$ cat src/rtl/dmem_pkg.sv
// Shared state type, funct3 codes and store-side helpers for the MEM-stage data-memory controller.
package dmem_pkg;

  typedef enum logic [1:0] {IDLE, REQ, WAIT, DONE} dmem_state_t;

  localparam logic [2:0] F3_B  = 3'b000;
  localparam logic [2:0] F3_H  = 3'b001;
  localparam logic [2:0] F3_W  = 3'b010;
  localparam logic [2:0] F3_BU = 3'b100;
  localparam logic [2:0] F3_HU = 3'b101;

  // Byte enables for the addressed lane(s); loads use the same lanes as stores of equal size.
  function automatic logic [3:0] be_gen(input logic [2:0] funct3, input logic [1:0] a);
    logic [3:0] be;
    case (funct3)
      F3_B, F3_BU: be = 4'b0001 << a;
      F3_H, F3_HU: be = 4'b0011 << a;
      default:     be = 4'b1111;
    endcase
    return be;
  endfunction

  function automatic logic [31:0] wdata_rep(input logic [2:0] funct3, input logic [31:0] wdata);
    logic [31:0] rep;
    case (funct3)
      F3_B, F3_BU: rep = {4{wdata[7:0]}};
      F3_H, F3_HU: rep = {2{wdata[15:0]}};
      default:     rep = wdata;
    endcase
    return rep;
  endfunction

endpackage

$ cat src/rtl/load_align.sv
// Extracts the addressed byte/halfword from a bus read word and sign- or zero-extends it.
module load_align
  import dmem_pkg::*;
(
  input  logic [31:0] rdata,
  input  logic [2:0]  funct3,
  input  logic [1:0]  a,
  output logic [31:0] ldata
);

  logic [7:0]  byte_sel;
  logic [15:0] half_sel;

  always_comb begin
    byte_sel = rdata[8*a +: 8];
    half_sel = a[1] ? rdata[31:16] : rdata[15:0];
    case (funct3)
      F3_B:    ldata = {{24{byte_sel[7]}}, byte_sel};
      F3_BU:   ldata = {24'b0, byte_sel};
      F3_H:    ldata = {{16{half_sel[15]}}, half_sel};
      F3_HU:   ldata = {16'b0, half_sel};
      default: ldata = rdata;
    endcase
  end

endmodule

$ cat src/rtl/dmem_ctrl.sv
// MEM-stage data-memory controller: sequences one load/store onto a req/gnt/rvalid bus and stalls the pipeline.
// Optional abort-on-timeout is compiled in with DMEM_TIMEOUT_EN.
module dmem_ctrl
  import dmem_pkg::*;
#(
  parameter int TIMEOUT = 255,
  parameter int TCW     = 8
) (
  input  logic        clk,
  input  logic        rst,
  input  logic        valid_i,
  input  logic        memren_i,
  input  logic        memwen_i,
  input  logic [2:0]  funct3_i,
  input  logic [31:0] addr_i,
  input  logic [31:0] wdata_i,
  output logic        bus_req_o,
  output logic        bus_we_o,
  output logic [31:0] bus_addr_o,
  output logic [3:0]  bus_be_o,
  output logic [31:0] bus_wdata_o,
  input  logic        bus_gnt_i,
  input  logic        bus_rvalid_i,
  input  logic [31:0] bus_rdata_i,
  output logic        stall_o,
  output logic [31:0] ldata_o,
  output logic        err_o
);

  dmem_state_t state_q, state_d;
  logic [31:0] addr_q, addr_d;
  logic [31:0] wdata_q, wdata_d;
  logic [31:0] ldata_q, ldata_d;
  logic [3:0]  be_q, be_d;
  logic [2:0]  f3_q, f3_d;
  logic        we_q, we_d;
  logic        err_q, err_d;

  logic        is_access, f3_legal, misaligned, accept, reject;
  logic [31:0] ldata_aligned;

`ifdef DMEM_TIMEOUT_EN
  logic [TCW-1:0] tmo_q, tmo_d;
  logic           tmo_hit;
  assign tmo_hit = (tmo_q == TCW'(TIMEOUT - 1));
`else
  logic [TCW-1:0] unused_cfg;
  assign unused_cfg = TCW'(TIMEOUT);
`endif

  // Request decode: both enables set, or a funct3 outside the legal set, is rejected.
  always_comb begin
    f3_legal = 1'b0;
    if (memren_i && !memwen_i)
      f3_legal = funct3_i inside {F3_B, F3_H, F3_W, F3_BU, F3_HU};
    else if (memwen_i && !memren_i)
      f3_legal = funct3_i inside {F3_B, F3_H, F3_W};
    case (funct3_i[1:0])
      2'b01:   misaligned = addr_i[0];
      2'b10:   misaligned = (addr_i[1:0] != 2'b00);
      default: misaligned = 1'b0;
    endcase
  end

  assign is_access = valid_i & (memren_i | memwen_i);
  assign accept    = is_access & f3_legal & ~misaligned;
  assign reject    = is_access & ~accept;

  load_align u_load_align (
    .rdata  (bus_rdata_i),
    .funct3 (f3_q),
    .a      (addr_q[1:0]),
    .ldata  (ldata_aligned)
  );

  always_comb begin
    state_d = state_q;
    addr_d  = addr_q;
    wdata_d = wdata_q;
    ldata_d = ldata_q;
    be_d    = be_q;
    f3_d    = f3_q;
    we_d    = we_q;
    err_d   = 1'b0;
    stall_o = 1'b0;
`ifdef DMEM_TIMEOUT_EN
    tmo_d   = tmo_q;
`endif
    case (state_q)
      IDLE: begin
        if (accept) begin
          stall_o = 1'b1;
          state_d = REQ;
          addr_d  = addr_i;
          we_d    = memwen_i;
          be_d    = be_gen(funct3_i, addr_i[1:0]);
          wdata_d = wdata_rep(funct3_i, wdata_i);
          f3_d    = funct3_i;
`ifdef DMEM_TIMEOUT_EN
          tmo_d   = '0;
`endif
        end else if (reject) begin
          err_d = 1'b1;
        end
      end
      REQ: begin
        stall_o = 1'b1;
        if (bus_gnt_i) state_d = WAIT;
      end
      WAIT: begin
        stall_o = 1'b1;
        if (bus_rvalid_i) begin
          state_d = DONE;
          if (!we_q) ldata_d = ldata_aligned;
        end
      end
      DONE:    state_d = IDLE;
      default: state_d = IDLE;
    endcase
`ifdef DMEM_TIMEOUT_EN
    // A response arriving in the final WAIT cycle still completes normally.
    if (state_q == REQ || state_q == WAIT) begin
      tmo_d = tmo_q + 1'b1;
      if (tmo_hit && !(state_q == WAIT && bus_rvalid_i)) begin
        state_d = DONE;
        err_d   = 1'b1;
        if (!we_q) ldata_d = '0;
      end
    end
`endif
  end

  always_ff @(posedge clk or negedge rst) begin
    if (!rst) begin
      state_q <= IDLE;
      addr_q  <= '0;
      wdata_q <= '0;
      ldata_q <= '0;
      be_q    <= '0;
      f3_q    <= '0;
      we_q    <= 1'b0;
      err_q   <= 1'b0;
`ifdef DMEM_TIMEOUT_EN
      tmo_q   <= '0;
`endif
    end else begin
      state_q <= state_d;
      addr_q  <= addr_d;
      wdata_q <= wdata_d;
      ldata_q <= ldata_d;
      be_q    <= be_d;
      f3_q    <= f3_d;
      we_q    <= we_d;
      err_q   <= err_d;
`ifdef DMEM_TIMEOUT_EN
      tmo_q   <= tmo_d;
`endif
    end
  end

  assign bus_req_o   = (state_q == REQ);
  assign bus_we_o    = we_q;
  assign bus_addr_o  = {addr_q[31:2], 2'b00};
  assign bus_be_o    = be_q;
  assign bus_wdata_o = wdata_q;
  assign ldata_o     = ldata_q;
  assign err_o       = err_q;

endmodule

$ cat config.mk
export PLATFORM = sky130hd
export DESIGN_NAME = dmem_ctrl
export DESIGN_NICKNAME = d
export VERILOG_FILES = /design/src/rtl/dmem_pkg.sv /design/src/rtl/load_align.sv /design/src/rtl/dmem_ctrl.sv
export SDC_FILE = /design/constraint.sdc
export NUM_CORES = 1
export LEC_CHECK = 0
export ABC_CLOCK_PERIOD_IN_PS = 8100
export BUFFER_PORTS_ARGS = -buffer_cell sky130_fd_sc_hd__buf_2
export CORE_AREA = 10 10 136 138
export DETAILED_ROUTE_END_ITERATION = 12
export DIE_AREA = 0 0 146 148
export SYNTH_ARGS = -nofsm -noshare
export SYNTH_HDL_FRONTEND = slang
export SYNTH_SLANG_ARGS = --single-unit
$ cat constraint.sdc
create_clock -name clk -period 8.1 [get_ports clk]
set_clock_uncertainty 0.2 [all_clocks]
set_input_delay 1.62 -clock clk [delete_from_list [all_inputs] [get_ports clk]]
set_output_delay 1.62 -clock clk [all_outputs]
set_load 0.01 [all_outputs]
==> metrics.txt <==
DRT iter0 DRCs=roughly 190; Yosys cell types=41; status=completed; Die Area=21600 um2; Die X-Extent=about 150 um; worst r2r src=addr_q[1]; #FFs+latches synth=107; Slew HR=18.1%; period utilization=73.1%; vias in the first global route=around 4.5k; initial antenna violation count=1; non-filler cells, final=~870; CTS tree=done; Buffers on Ports=about 210; Gate Count Post-Synth=493; routed vias=around 4.2k; most frequent cell after synthesis=dfrtp_1; Synth Flop Type=dfrtp_1; Pwr Density=362 nW/um2; layout cells sized above 1=a little over two fifths; cts hold-fix bufs=0; top post-synthesis cells by area=dfrtp_1, mux2_4, buf_4, a21oi_1, nand2_1; Period minus WS final=5.92 ns; startpoint type of the worst setup path=input port; Crit path arrival time=~4.1 ns; Synth Area per Inst=10.9 um2; Num CTS Buffers=9; fin nets=765; Post-DP HPWL=roughly 12 mm; final routed DRC violation total=0; n_diodes=0; Post-synth ARST share=100%; HP Start=bus_wdata_o[23]; Setup Viol. Count Final=0; Clock transition at path regs=0.08 ns; Setup CP Type=in2out; drt first pass iters=4; pre-CTS WS=2.18 ns; core area=15700 um2; IO Pins=210; clock sinks=roughly 110; class of the worst hold path=reg2reg; Max clock buf depth=2; synth warn=0; final hold vios=0; post-CTS sizing=0; Crit. Startpoint=funct3_i[1]; Post-synth EDFFs=0; RSZ-0062 raised after global routing=false; top cells by count, synth=dfrtp_1, nand2_1, a21oi_1; Leakage=roughly 3.4 nW; sequential share of the synthesized area=49.6%; GRT Residual Overflow=0; Detailed Route WL=16.2 mm; number of instances in the placed design=about 860; leading area contributor after synthesis=dfrtp_1; synth-to-layout area growth=22.5%; CTS root buf=clkbuf_16; Final WS setup=2.18 ns; max frequency=169 MHz; CP Capture Type=primary output; initial core utilization=34.4%; Total GRT Usage=14.7%; Worst-Margin Slew=between 1 and 1.5 ns; worst skew pair latency=0.35 ns; Final ANT Viol Nets=0; CP Max Fanout=50; Post-CTS Setup Inserts=0; maximum vdd drop=0.000167 V; H-tree Lvls=3; gpl congestion=0.868; Fillers=1564; DR WL/cell=roughly 19 um; post-DR vias/cell=slightly below 5; Max Cap Violations=0; Die H=148 um; Syn Std Cell Area=5400 um2; first-pass GRT wire length=25.6 mm; count of pins over their slew limit=0; setup TNS=0 ns; Synth top area share=49.6%; CP required=6.28 ns; row cnt=46; largest net degree at the start of global routing=74
-- state kept, by name, indices dropped and copies added, names as in the netlist --
| register | flops |
|---|---|
| addr_q | 32 |
| bus_be_o | 4 |
| bus_wdata_o | 32 |
| bus_we_o | 1 |
| err_o | 1 |
| f3_q | 3 |
| ldata_o | 32 |
| state_q | 2 |
-- through the flow --
step / hold WS, ns / utilization (%) / instance area, um2 / total power, mW
after floorplan: 0.283 / - / 5400 / 1.65
after global placement: 0.262 / 40.3 / 6330 / 1.97
after detailed placement: 0.266 / 40.3 / 6330 / 2.00
after CTS: 0.283 / 42.1 / 6610 / 2.43
after global routing: 0.308 / 42.1 / 6610 / 2.59
final: 0.278 / 42.1 / 6610 / 2.39
-- per-layer routing --
layer / routed length [um] / track usage [%] / vias to the layer above
li1: - / - / 2001
met3: 1450 / 5.86 / 16
met2: 7240 / 22.4 / 175
met1: 7260 / 18.8 / 2001
met4: 207 / 4.60 / 2
met5: 13 / 0 / -
-- final timing paths --
path,to,slack [ns],cells past startpoint
max,stall_o,2.18,8
min,bus_wdata_o[23],0.28,2
max reg2reg,ldata_o[23],5.04,5
min reg2reg,bus_wdata_o[23],0.28,2
max in group asynchronous,ldata_o[15],5.34,2
min in group asynchronous,addr_q[27],1.02,1
-- area by class of cell --
cell class | instances | area, um2 | share of cell area [%]
timing repair buffer | 211 | 1070 | 16.2
sequential | 107 | 2680 | 40.5
tap | 216 | 270 | 4.09
clock buffer | 10 | 229 | 3.46
clock inverter | 6 | 48.8 | 0.738
inverter | 7 | 26.3 | 0.397
multi-input combinational | 316 | 2290 | 34.7
-- report_power, final --
| part | internal, mW | switching [mW] | leakage, nW |
|---|---|---|---|
| Combinational | 0.487 | 0.529 | 1.95 |
| Clock | 0.212 | 0.208 | 0.137 |
| Sequential | 0.786 | 0.173 | 1.31 |
-- layout by cell type, fill, tap and decap left out, types with 2 or more instances in the layout --
cell type  Yosys  final
mux2i_1       10     10
mux2_2        16     16
nand2_1       55     55
inv_1          7      7
nor2_1        30     29
a221oi_1       2      2
clkinv_4       0      3
ha_1           7      7
dfrtp_1      107    107
a22o_1         8      8
nor3b_1        7      7
a21o_1         2      2
a2bb2oi_1      6      6
nand3b_1      12     12
conb_1         1      2
nand2b_1       4      4
nor2_2         1      2
buf_4         33      5
o211ai_1       2      2
a22oi_1        8      8
a21oi_1       49     49
o21ai_0       38     38
mux2_4        40     40
inv_6          0      2
clkbuf_16      0      9
nor2b_1        2      2
buf_2          0    206
-- worst max-delay path, cell delays in order --
cell	delay, ns
buf_2	0.20
inv_1	0.13
ha_1	0.55
nor2_2	0.22
o21a_1	0.23
or4b_4	0.78
a21oi_1	0.22
buf_2	0.15
-- kinds of logic after synthesis --
group | count (synthesis) | share of synthesized area (%)
compound gates | 122 | 13.4
xor+xnor | 1 | 0.162
fa+ha+maj | 7 | 1.62
buf+inv | 71 | 8.07
flops | 107 | 49.6
mux | 68 | 16.9
other cells | 1 | 0.0695
simple gates | 116 | 10.2
No activity file was read; power rests on OpenSTA's default activity.
